### config.mk
export PLATFORM = sky130hd
export DESIGN_NAME = pow2_fp_pipe
export DESIGN_NICKNAME = d
export VERILOG_FILES = /design/src/rtl/pow2_pkg.sv /design/src/rtl/pow2_lut.sv /design/src/rtl/pow2_fp_pipe.sv
export SDC_FILE = /design/constraint.sdc
export NUM_CORES = 1
export LEC_CHECK = 0
export BUFFER_PORTS_ARGS = -buffer_cell sky130_fd_sc_hd__buf_2
export CAP_MARGIN = 20
export CELL_PAD_IN_SITES_DETAIL_PLACEMENT = 1
export CELL_PAD_IN_SITES_GLOBAL_PLACEMENT = 2
export CORE_MARGIN = 2
export CORE_UTILIZATION = 33
export DETAILED_ROUTE_END_ITERATION = 7
export HOLD_SLACK_MARGIN = 0.1
export PLACE_DENSITY = 0.8
export SYNTH_ARGS = -nofsm -noshare
export SYNTH_HDL_FRONTEND = slang
export SYNTH_SLANG_ARGS = --single-unit
### constraint.sdc
create_clock -name Clock -period 2.1 [get_ports Clock]
set_input_delay 0.42 -clock Clock [delete_from_list [all_inputs] [get_ports Clock]]
set_output_delay 0.42 -clock Clock [all_outputs]
set_load 0.05 [all_outputs]
### src/rtl/pow2_pkg.sv
// Shared constants, the 2^f mantissa table and the fp32 packing helper for the pow2 datapath.
package pow2_pkg;

  localparam int          FP_EXP_BIAS   = 127;
  localparam logic [31:0] FP_POS_INF    = 32'h7F80_0000;
  localparam logic [31:0] FP_ZERO       = 32'h0000_0000;
  localparam int          LUT_FULL_BITS = 8;
  localparam int          LUT_FULL_SIZE = (1 << LUT_FULL_BITS) + 1;

  // Entries carry 25 bits so the 2^24 end point is representable.
  typedef logic [LUT_FULL_SIZE-1:0][24:0] pow2_lut_t;

  function automatic logic [63:0] isqrt128(input logic [127:0] v);
    logic [63:0]  res;
    logic [63:0]  t;
    logic [127:0] sq;
    res = '0;
    for (int b = 63; b >= 0; b--) begin
      t  = res | (64'd1 << b);
      sq = {64'd0, t} * {64'd0, t};
      if (sq <= v) res = t;
    end
    return res;
  endfunction

  // root[b] = 2^(2^b/256) in Q2.62; entry j is the product of the roots selected by j's bits.
  function automatic pow2_lut_t pow2_lut_gen();
    pow2_lut_t           tbl;
    logic [7:0][63:0]    root;
    logic [127:0]        acc;
    tbl     = '0;
    root[7] = isqrt128(128'd1 << 125);
    for (int b = 6; b >= 0; b--) begin
      root[b] = isqrt128({64'd0, root[b+1]} << 62);
    end
    for (int j = 0; j < LUT_FULL_SIZE - 1; j++) begin
      acc = 128'd1 << 62;
      for (int b = 0; b < LUT_FULL_BITS; b++) begin
        if (j[b]) acc = (acc * {64'd0, root[b]}) >> 62;
      end
      tbl[j] = 25'((acc + (128'd1 << 38)) >> 39);
    end
    tbl[LUT_FULL_SIZE-1] = 25'h100_0000;
    return tbl;
  endfunction

  localparam pow2_lut_t POW2_LUT256 = pow2_lut_gen();

  function automatic logic [31:0] fp32_pack(input logic [7:0] e, input logic [23:0] m24);
    return {1'b0, e, m24[22:0]};
  endfunction

endpackage

### src/rtl/pow2_lut.sv
// Combinational read of the 2^f mantissa table decimated to 2^LUT_BITS segments.
// With POW2_INTERP_EN the upper segment end point T[k+1] is also returned.
module pow2_lut
  import pow2_pkg::*;
#(
  parameter int LUT_BITS = 4
) (
  input  logic [LUT_BITS-1:0] k,
  output logic [23:0]         t_lo
`ifdef POW2_INTERP_EN
  ,
  output logic [24:0]         t_hi
`endif
);

  localparam int SHIFT = LUT_FULL_BITS - LUT_BITS;

  logic [8:0] idx_lo;

  assign idx_lo = 9'(k) << SHIFT;
  assign t_lo   = 24'(POW2_LUT256[idx_lo]);

`ifdef POW2_INTERP_EN
  logic [8:0] idx_hi;

  assign idx_hi = idx_lo + (9'd1 << SHIFT);
  assign t_hi   = POW2_LUT256[idx_hi];
`endif

endmodule

### src/rtl/pow2_fp_pipe.sv
// Two-stage valid/ready pipeline producing IEEE-754 single 2^x for a signed fixed-point x.
// Define POW2_INTERP_EN to interpolate linearly between table entries instead of truncating.
module pow2_fp_pipe #(
  parameter int IN_WIDTH  = 16,
  parameter int FRAC_BITS = 8,
  parameter int LUT_BITS  = 4
) (
  input  logic                Clock,
  input  logic                Reset,
  input  logic [IN_WIDTH-1:0] Datain,
  input  logic                Datain_vld,
  output logic                Datain_rdy,
  output logic [31:0]         DataOut,
  output logic                DataOut_vld,
  input  logic                DataOut_rdy,
  output logic                DataOut_ovf,
  output logic                DataOut_udf
);
  import pow2_pkg::*;

  localparam int INT_W = IN_WIDTH - FRAC_BITS;
  // Biased exponent needs headroom for both the bias and the full integer range.
  localparam int EXP_W = (INT_W + 2 > 10) ? INT_W + 2 : 10;
  localparam int RW    = FRAC_BITS - LUT_BITS;

  if (LUT_BITS > FRAC_BITS || LUT_BITS < 2 || LUT_BITS > 8) begin : g_bad_cfg
    $error("pow2_fp_pipe: LUT_BITS=%0d invalid for FRAC_BITS=%0d", LUT_BITS, FRAC_BITS);
  end

  logic [LUT_BITS-1:0] k_in;
  logic [EXP_W-1:0]    e_in;
  logic [23:0]         tlo_in;

  assign k_in = Datain[FRAC_BITS-1 -: LUT_BITS];
  assign e_in = {{(EXP_W-INT_W){Datain[IN_WIDTH-1]}}, Datain[IN_WIDTH-1:FRAC_BITS]}
              + EXP_W'(FP_EXP_BIAS);

`ifdef POW2_INTERP_EN
  localparam int RW_W = (RW > 0) ? RW : 1;

  logic [24:0]     thi_in;
  logic [RW_W-1:0] r_in;

  if (RW > 0) begin : g_r
    assign r_in = Datain[RW-1:0];
  end else begin : g_no_r
    assign r_in = '0;
  end

  pow2_lut #(.LUT_BITS(LUT_BITS)) u_lut (
    .k    (k_in),
    .t_lo (tlo_in),
    .t_hi (thi_in)
  );
`else
  if (RW > 0) begin : g_r_drop
    logic r_unused;
    assign r_unused = ^Datain[RW-1:0];
  end

  pow2_lut #(.LUT_BITS(LUT_BITS)) u_lut (
    .k    (k_in),
    .t_lo (tlo_in)
  );
`endif

  logic             s1_vld_q, s1_vld_d;
  logic [EXP_W-1:0] s1_e_q, s1_e_d;
  logic [23:0]      s1_tlo_q, s1_tlo_d;
`ifdef POW2_INTERP_EN
  logic [24:0]      s1_thi_q, s1_thi_d;
  logic [RW_W-1:0]  s1_r_q, s1_r_d;
`endif
  logic [31:0]      dout_q, dout_d;
  logic             dout_vld_q, dout_vld_d;
  logic             ovf_q, ovf_d;
  logic             udf_q, udf_d;

  logic        s2_load;
  logic        s1_adv;
  logic        in_fire;
  logic        e_ovf;
  logic        e_udf;
  logic [23:0] m24;

`ifdef POW2_INTERP_EN
  logic [24:0]             seg_diff;
  logic [24+FRAC_BITS-1:0] seg_prod;

  assign seg_diff = s1_thi_q - {1'b0, s1_tlo_q};
  assign seg_prod = (24+FRAC_BITS)'(seg_diff) * (24+FRAC_BITS)'(s1_r_q);
  assign m24      = s1_tlo_q + 24'(seg_prod >> RW);
`else
  assign m24 = s1_tlo_q;
`endif

  always_comb begin
    s2_load = !dout_vld_q || DataOut_rdy;
    s1_adv  = !s1_vld_q || s2_load;
    in_fire = Datain_vld && s1_adv;

    s1_vld_d = s1_vld_q;
    s1_e_d   = s1_e_q;
    s1_tlo_d = s1_tlo_q;
`ifdef POW2_INTERP_EN
    s1_thi_d = s1_thi_q;
    s1_r_d   = s1_r_q;
`endif
    if (s1_adv) s1_vld_d = Datain_vld;
    if (in_fire) begin
      s1_e_d   = e_in;
      s1_tlo_d = tlo_in;
`ifdef POW2_INTERP_EN
      s1_thi_d = thi_in;
      s1_r_d   = r_in;
`endif
    end

    // e is two's complement; a set top bit means a negative biased exponent.
    e_ovf = !s1_e_q[EXP_W-1] && (s1_e_q >= EXP_W'(255));
    e_udf = s1_e_q[EXP_W-1] || (s1_e_q == '0);

    dout_vld_d = dout_vld_q;
    dout_d     = dout_q;
    ovf_d      = ovf_q;
    udf_d      = udf_q;
    if (s2_load) begin
      dout_vld_d = s1_vld_q;
      if (s1_vld_q) begin
        ovf_d = e_ovf;
        udf_d = e_udf;
        if (e_ovf)      dout_d = FP_POS_INF;
        else if (e_udf) dout_d = FP_ZERO;
        else            dout_d = fp32_pack(s1_e_q[7:0], m24);
      end
    end
  end

  always_ff @(posedge Clock) begin
    if (Reset) begin
      s1_vld_q   <= 1'b0;
      s1_e_q     <= '0;
      s1_tlo_q   <= '0;
`ifdef POW2_INTERP_EN
      s1_thi_q   <= '0;
      s1_r_q     <= '0;
`endif
      dout_q     <= FP_ZERO;
      dout_vld_q <= 1'b0;
      ovf_q      <= 1'b0;
      udf_q      <= 1'b0;
    end else begin
      s1_vld_q   <= s1_vld_d;
      s1_e_q     <= s1_e_d;
      s1_tlo_q   <= s1_tlo_d;
`ifdef POW2_INTERP_EN
      s1_thi_q   <= s1_thi_d;
      s1_r_q     <= s1_r_d;
`endif
      dout_q     <= dout_d;
      dout_vld_q <= dout_vld_d;
      ovf_q      <= ovf_d;
      udf_q      <= udf_d;
    end
  end

  assign Datain_rdy  = s1_adv;
  assign DataOut     = dout_q;
  assign DataOut_vld = dout_vld_q;
  assign DataOut_ovf = ovf_q;
  assign DataOut_udf = udf_q;

endmodule

* After elaboration in Yosys (flattened, before gate mapping)
Memory sizes are Yosys's and may differ from the RTL's. A register that Yosys moved wholly into a read port is not among the register bits.
Index checks and enable logic that the tools add are counted.
** Storage, ports and cells
- Logic and storage cells :: 21
- Flip-flop bits (word level) :: 46
- Input bits :: 20
- Memories :: 1
- Output and inout bits :: 36
- Bits in read-only memories :: 400
** Operators by class
- Magnitude comparators :: 1
- Mux-type cells :: 2
- $add $sub $neg :: 1
- Reduce and logical (&&, ||, !) cells :: 10
** Memories
- (name not given) :: depth 16, width 25, read ports 1, clocked after memory_dff 1, wr ports 0, line pow2_lut.sv:21 : assign t_lo = 24'(POW2_LUT256[idx_lo]);
** Operator list (count)
- $mux W31 :: 2
- $ge A10 B8 Y1 const B :: 1
- $logic_not A10 Y1 :: 1
- $add A8 B8 Y9 const B :: 1
- $logic_not A1 Y1 :: 3
- $logic_or A1 B1 Y1 :: 3
- $logic_and A1 B1 Y1 :: 2
- $reduce_and A2 Y1 :: 1

* Logic depth before layout (Yosys ltp)
Gate-level depths: netlist (run 1).
- Depth in word-level cells :: 4
- Depth in mapped cells :: 7

* Hierarchy
From an unflattened synthesis (run 1), not the netlist that was laid out.
** Unflattened totals
- Cell total of the unflattened synthesis :: 367
- Area, all modules :: 3093.0 um^2
** Modules (own cells, without submodules)
- pow2_fp_pipe :: instances 1, cells an instance 265, area an instance 2424.8 um^2, seq. area each 1341.3 um^2
- pow2_lut :: instances 1, cells an instance 102, area an instance 668.1 um^2, seq. area each 0.0 um^2

* Worst setup path before layout (run 1)
No wires, ideal clock.
- Path kind :: flip-flop to flip-flop
- Start point :: register dout_vld_q, in the netlist DataOut_vld
- End point :: register s1_tlo_q[6], in the netlist m24[6]
- Clock period less this slack :: 2.146 ns
- Path slack :: -0.046 ns
- Data required time :: 1.968 ns
- Setup time :: 0.132 ns
- Stages on the path, launching flop included :: 7
- Arrival :: 2.014 ns
- Path through :: dfxtp_1 nand3b_1 and2_1 buf_4 buf_2 o311ai_1 a21oi_1
** Between the ends
- Cells in the longest elaborated chain, start to end :: 4
** Ends and longest elaborated chain
- start, declared :: line pow2_fp_pipe.sv:75 : logic dout_vld_q, dout_vld_d;
- start signal, assigned :: line pow2_fp_pipe.sv:161 : dout_vld_q <= dout_vld_d;
- $logic_not A1 Y1 :: line pow2_fp_pipe.sv:98 : s2_load = !dout_vld_q || DataOut_rdy;
- $logic_or A1 B1 Y1 :: line pow2_fp_pipe.sv:98
- $logic_or A1 B1 Y1 :: line pow2_fp_pipe.sv:99 : s1_adv = !s1_vld_q || s2_load;
- named net Datain_rdy :: line pow2_fp_pipe.sv:12 : output logic Datain_rdy,
- $logic_and A1 B1 Y1 :: line pow2_fp_pipe.sv:100 : in_fire = Datain_vld && s1_adv;
- end, declared :: line pow2_fp_pipe.sv:69 : logic [23:0] s1_tlo_q, s1_tlo_d;
The timed path passes the listed nets, and every way through them passes these cells.
A chain may end at the register's enable or synchronous reset.

* Worst setup path after layout (run 1)
- Start point :: register dout_vld_q, in the netlist DataOut_vld
- End point :: register dout_q[10], in the netlist DataOut[10]
** Between the ends
- Cells in the longest elaborated chain, start to end :: 3
** Ends and longest elaborated chain
- $logic_not A1 Y1 :: line pow2_fp_pipe.sv:98
- $logic_or A1 B1 Y1 :: line pow2_fp_pipe.sv:98
- $reduce_and A2 Y1 (no line)
- end signal, assigned :: line pow2_fp_pipe.sv:160 : dout_q <= dout_d;
- end, declared :: line pow2_fp_pipe.sv:74 : logic [31:0] dout_q, dout_d;
No other way between the ends.

==> results_dict.tcl, run 1 <==
set metrics [dict create \
    dp.cells 472 \
    hp-start "Datain[8]" \
    dieWidth_um 99.31 \
    coreArea_um2 8763 \
    finalSetupViolCount 0 \
    dr_total_vias 2534 \
    yosysWarnings 0 \
    rrSetupSlack_ns 0.38 \
    status "finished, final reports clean" \
    rsz0062_at_grt "false" \
    cp-startpoint "DataOut_vld" \
    antenna_found_initial 0 \
    maxSlewViolCount 0 \
    reg2reg_depth 4 \
    wl_um 7307 \
    grt_first_pass_wirelength_um 12530 \
    overflow 0 \
    cp.required_ns 2.38 \
    synth_seq_area_share_pct 44.74 \
    fin_setup_tns_ns 0 \
    ys_ff_latch 67 \
    synth_top_area_share_pct 44.74 \
    routabilityCongestion 0.8797 \
    critPathArrivalTime_ns 2.01 \
    fillerInstances 1043 \
    viasPerCell 5.193 \
    cp-end-kind "flip-flop" \
    ys_top_cells_by_area "dfxtp_1 45%, a22o_1 6.4%, a21oi_1 4.7%" \
    start_kind "flip-flop" \
    cts_tree "done" \
    grt_usage_pct 15.73 \
    dieArea_um2 9862 \
    port_buffers 50 \
    rows 34 \
    drc_errors 0 \
    ctsResizeCount 0 \
    nets 406 \
    synth_cells 330 \
    synth_enable_flop_cells 0 \
    yosys-top-cells-count "67 x dfxtp_1, 33 x nand2_1, 28 x a21oi_1, 28 x nor2_1, 22 x a22o_1" \
    diodes 0 \
    synth_ff_type "dfxtp_1" \
    max_cap_violations 0 \
    synthToLayoutAreaGrowth_pct 16.94 \
    fin_skew_ns 0.007454 \
    drtPass1Iterations 4 \
    start_util_pct 34.21 \
    stdcell_count 488 \
    cts_max_level 3 \
    r2r_start "DataOut_vld" \
    cts_made_buffers 9 \
    synthArstFlopShare_pct 0 \
    postCtsSetupBuffers 0 \
    fin_util_pct 40.01 \
    path_clk_slew_ns 0.08 \
    holdPathEnd "s1_e_q[0]" \
    grt_max_degree 39 \
    period_needed_ns 1.725 \
    die_y_um 99.31 \
    hold_viol 0 \
    wl_per_cell_um 14.97 \
    fmax_ghz 0.5798 \
    hpwl_um 5179 \
    p_per_area_nw_per_um2 785.2 \
    io_pins 56 \
    hold_path_depth 2 \
    drive_gt1_share_pct 22.63 \
    yosysTopAreaCell "dfxtp_1" \
    criticalPathCategory "flip-flop to flip-flop" \
    ir_worst_vdd_uv 287.5 \
    cp_max_fo 23 \
    clk_latency_ns 0.34 \
    antenna_left 0 \
    ctsHoldBuffers 0 \
    synth_nets 361 \
    tightestPinTransition_ns 1.050 \
    regToRegEndpoint "DataOut[10]" \
    p_leak_nw 1.449 \
    syn_avg_cell_area_um2 9.084 \
    cts-root-buf "clkbuf_8" \
    synthesis.area_um2 2998 \
    synth.distinct_cells 47 \
    grt_pass1_vias 2469 \
    max_slew_margin_pct 29.93 \
    drt_iter0_drc 124 \
    fin_crit_sh_pct 82.13 \
    synth_most_common_cell "dfxtp_1" \
    clk_path_buf_depth 2 \
    min_path_type "input pin to flip-flop" \
    clkSinkCount 67 \
]
flip-flops by register name, indices dropped and copies added, names as in the netlist:
name,flops
s1_e_q,9
DataOut_ovf,1
s1_vld_q,1
DataOut_vld,1
DataOut,31
DataOut_udf,1
m24,23
power breakdown:
group	internal, mW	switching, mW
sequential	1.34	0.0417
combinational	0.140	0.274
clock	0.433	0.528
total	1.91	0.843
cell usage in the layout (no fill, tap or decap), drive strengths merged, types with 5 or more instances in the layout:
master,n
dfxtp,67
buf,61
nand2,33
nor2,29
a21oi,28
a22o,23
nand3b,13
a211oi,13
nor3,11
ha,11
inv,10
clkbuf,9
nand2b,8
nor2b,6
xnor2,5
o211ai,5
o21ai,5
nor4,5
final cells by class:
| type | instances | area (µm²) | share of cell area (%) |
|---|---|---|---|
| multi-input cells | 227 | 1471 | 41.97 |
| flip-flops and latches | 67 | 1343 | 38.29 |
| repair buffers | 61 | 345.3 | 9.850 |
| well taps | 108 | 135.1 | 3.854 |
| clock buffers | 9 | 123.9 | 3.533 |
| clock inverters | 7 | 53.80 | 1.535 |
| inverters | 9 | 33.78 | 0.9636 |
kinds of logic (layout without fill, tap and decap cells):
group	Yosys count	count (layout)	share of synthesized area, %
compound gates	90	90	21.24
xor+xnor	7	7	2.045
fa+ha+maj	11	11	4.591
buf+inv	36	86	6.177
flops	67	67	44.74
mux	1	1	0.7512
other cells	1	1	0.1251
simple gates	117	117	20.33
how the worst max path moves through the flow:
stage                  end  slack (ns)
2_1_floorplan       m24[6]        0.15
3_3_place_gp   DataOut[10]        0.15
3_5_place_dp   DataOut[10]        0.11
4_1_cts        DataOut[10]        0.38
5_1_grt         DataOut[0]        0.25
6_report       DataOut[10]        0.38
layer usage:
layer / GRT usage, % / wire, µm / share of wire, % / vias up
met5: 0 / 0 / 0 / -
met4: 6.217 / 112 / 1.5 / 0
met3: 3.514 / 325 / 4.4 / 9
met2: 24.01 / 3268 / 45 / 56
met1: 21.64 / 3599 / 49 / 1202
li1: - / - / - / 1267
critical path: stages, from the launching register on:
cell and delay (ns):
dfxtp_2 0.34, nand2b_1 0.09, and2_1 0.19, nor2_2 0.79, a22o_2 0.26
per-stage QoR:
| step | area [µm²] | power [mW] | hold WS (ns) | worst slack [ns] |
|---|---|---|---|---|
| after floorplan | 2999 | 1.707 | 0.4321 | 0.1500 |
| after global placement | 3328 | 1.814 | 0.4357 | 0.1468 |
| after detailed placement | 3328 | 1.824 | 0.4459 | 0.1146 |
| after CTS | 3506 | 2.799 | 0.2831 | 0.3840 |
| after global routing | 3506 | 2.905 | 0.2981 | 0.2517 |
| final | 3506 | 2.753 | 0.2980 | 0.3754 |
No activity file was read; power rests on OpenSTA's default activity.
==> run 2: changes to the inputs <==
- ABC_AREA: not set -> 1
- CORE_UTILIZATION: 33 -> 31
- PLACE_DENSITY: 0.8 -> 0.81
- clock period: 2.1 -> 1.77 ns (I/O delays scaled with it)
==> run 2 against run 1 <==
Core utilization fell by 1.5 points. Critical endpoint is now Datain_rdy. Critical path depth down 2. Worst hold slack lost 0.099 ns. Largest power group unchanged. Register-to-register slack improved by 0.06 ns. Flip-flop and latch count is the same. Sequential share of layout area is 0.76 points lower. Wire length increased by 14%. Clock power increased by 32%. Die area increased by 6.1%.
==> results_dict.tcl, run 2 <==
set metrics [dict create \
    synth_cells 401 \
    min_path_type "input pin to flip-flop" \
    seqPwrFrac_pct 48.4 \
    synth.distinct_cells 28 \
    pre_cts_slack_ns 0.1275 \
    wl_um 8304 \
    synthArstFlopShare_pct 0 \
    grt_first_pass_wirelength_um 13580 \
    criticalPathCategory "flip-flop to output port" \
    rsz0062_at_grt "false" \
    start_util_pct 32.25 \
    path_clk_slew_ns 0.07 \
    rows 35 \
    p_int_mw 2.417 \
    yosys-top-cells-count "81 x nand2_1, 69 x a21oi_1, 67 x dfxtp_1, 36 x nand3_1, 31 x o21ai_0" \
    post_dp_cell_area_um2 3379 \
    port_buffers 50 \
    clk_path_buf_depth 2 \
    nets 479 \
    grt_pass1_vias 2687 \
    clkSinkCount 67 \
    yosysWarnings 0 \
    overflow 0 \
    wl_per_cell_um 14.27 \
    cts_tree "done" \
    fin_crit_sh_pct 82.19 \
    start_kind "flip-flop" \
    hpwl_um 5959 \
    synth_seq_area_share_pct 44.80 \
    cp.required_ns 1.42 \
    coreArea_um2 9284 \
    layout_common_cells "81 x nand2_1, 69 x a21oi_1, 67 x dfxtp_1, 50 x buf_2, 36 x nand3_1" \
    synthesis.area_um2 2994 \
    maxSlewViolCount 0 \
    cts-root-buf "clkbuf_8" \
    period_needed_ns 1.455 \
    status "finished, final reports clean" \
    drt_iter0_drc 107 \
    cp_max_fo 3 \
    synth_most_common_cell "nand2_1" \
    worst_slack_ns 0.3152 \
    dp.cells 566 \
    hold_viol 0 \
    routabilityCongestion 0.8696 \
    fin_setup_tns_ns 0 \
    viasPerCell 4.818 \
    synth_ff_type "dfxtp_1" \
    drtPass1Iterations 4 \
    synth_top_area_share_pct 44.80 \
    diodes 0 \
    ctsResizeCount 0 \
    layout_commonest_cell "nand2_1" \
    ys_top_cells_by_area "dfxtp_1 45%, a21oi_1 12%, nand2_1 10%" \
    ctsHoldBuffers 0 \
    stdcell_count 582 \
    switching_power_mw 0.9794 \
    swShare_pct 28.84 \
    dr_total_vias 2804 \
    die_y_um 102.3 \
    synth_enable_flop_cells 0 \
    ir_worst_vdd_uv 283.5 \
    p_total_mw 3.397 \
    antenna_left 0 \
    cts_max_level 3 \
    cts_made_buffers 9 \
    io_pins 56 \
    dieArea_um2 10460 \
    p_leak_nw 1.528 \
    max_cap_violations 0 \
    syn_avg_cell_area_um2 7.467 \
    p_per_area_nw_per_um2 950.5 \
    clk_latency_ns 0.35 \
    synth_nets 432 \
    clkPwrFrac_pct 37.3 \
    pwr-share-comb_pct 14.3 \
    fin_skew_ns 0.008831 \
    antenna_found_initial 0 \
    yosysTopAreaCell "dfxtp_1" \
    grt_usage_pct 16.80 \
    drive_gt1_share_pct 18.76 \
    grt_max_degree 47 \
    critPathArrivalTime_ns 1.10 \
    postCtsSetupBuffers 0 \
    final_area_um2 3573 \
    fmax_ghz 0.6874 \
    cp-end-kind "output port" \
    drc_errors 0 \
    largest_reg_flops 31 \
    dieWidth_um 102.3 \
    finalSetupViolCount 0 \
    synthToLayoutAreaGrowth_pct 19.35 \
    ys_ff_latch 67 \
]
run 2: changes by cell type in the layout (fill, tap and decap cells not counted), moves of 22 or more:
cell and delta:
a21oi_1 +41, nand3_1 +32, nand2_1 +48, o21ai_0 +27, a22o_1 -22
run 2: kinds of logic (layout without fill, tap and decap cells):
group,count (synthesis),count (layout),share of synthesized area [%]
AOI/OAI and AO/OA,118,118,20.43
xor gates and xnor gates,1,1,0.2926
adders and majority gates,11,11,4.597
buffers and inverters,50,102,8.065
DFF,67,67,44.80
other,1,1,0.1252
and+or+nand+nor,153,153,21.69
run 2: area by class of cell:
| class | instances | area (µm²) |
|---|---|---|
| sequential | 67 | 1341 |
| tap | 129 | 161.4 |
| clock inverter | 5 | 52.55 |
| multi-input combinational | 284 | 1419 |
| inverter | 24 | 92.59 |
| clock buffer | 11 | 141.4 |
| fill | 1223 | 5710 |
| timing repair buffer | 62 | 365.4 |
run 2: final timing paths:
path	from	to	slack, ns	depth (start not counted)
max	s1_vld_q	Datain_rdy	0.32	2
min	Datain[8]	s1_e_q[0]	0.20	2
max reg2reg	DataOut_vld	DataOut[10]	0.44	5
min reg2reg	DataOut[22]	DataOut[22]	0.46	2
run 2: routing by layer:
layer | vias up | GRT usage [%] | wire length, µm
li1 | 1434 | - | -
met1 | 1319 | 24.93 | 4430
met2 | 41 | 23.99 | 3496
met3 | 10 | 2.873 | 243
met4 | 0 | 6.769 | 133
met5 | - | 0 | 0
run 2: power by group through the flow:
stage	sequential, mW	combinational, mW	clock (mW)
final	1.64	0.487	1.27
after global routing	1.65	0.545	1.38
after CTS	1.64	0.493	1.31
after detailed placement	1.68	0.490	0
after global placement	1.67	0.482	0
after floorplan	1.74	0.276	0
run 2: worst max-delay path: stages (launching register included):
cell     delay [ns]
dfxtp_1        0.42
nand3_4        0.11
buf_2          0.23
run 2: through the flow:
step | util [%] | hold WS [ns]
5_1_grt | 38.49 | 0.1898
4_1_cts | 38.49 | 0.1842
2_1_floorplan | - | 0.4435
3_5_place_dp | 36.40 | 0.4533
3_3_place_gp | 36.40 | 0.4483
6_report | 38.49 | 0.1987
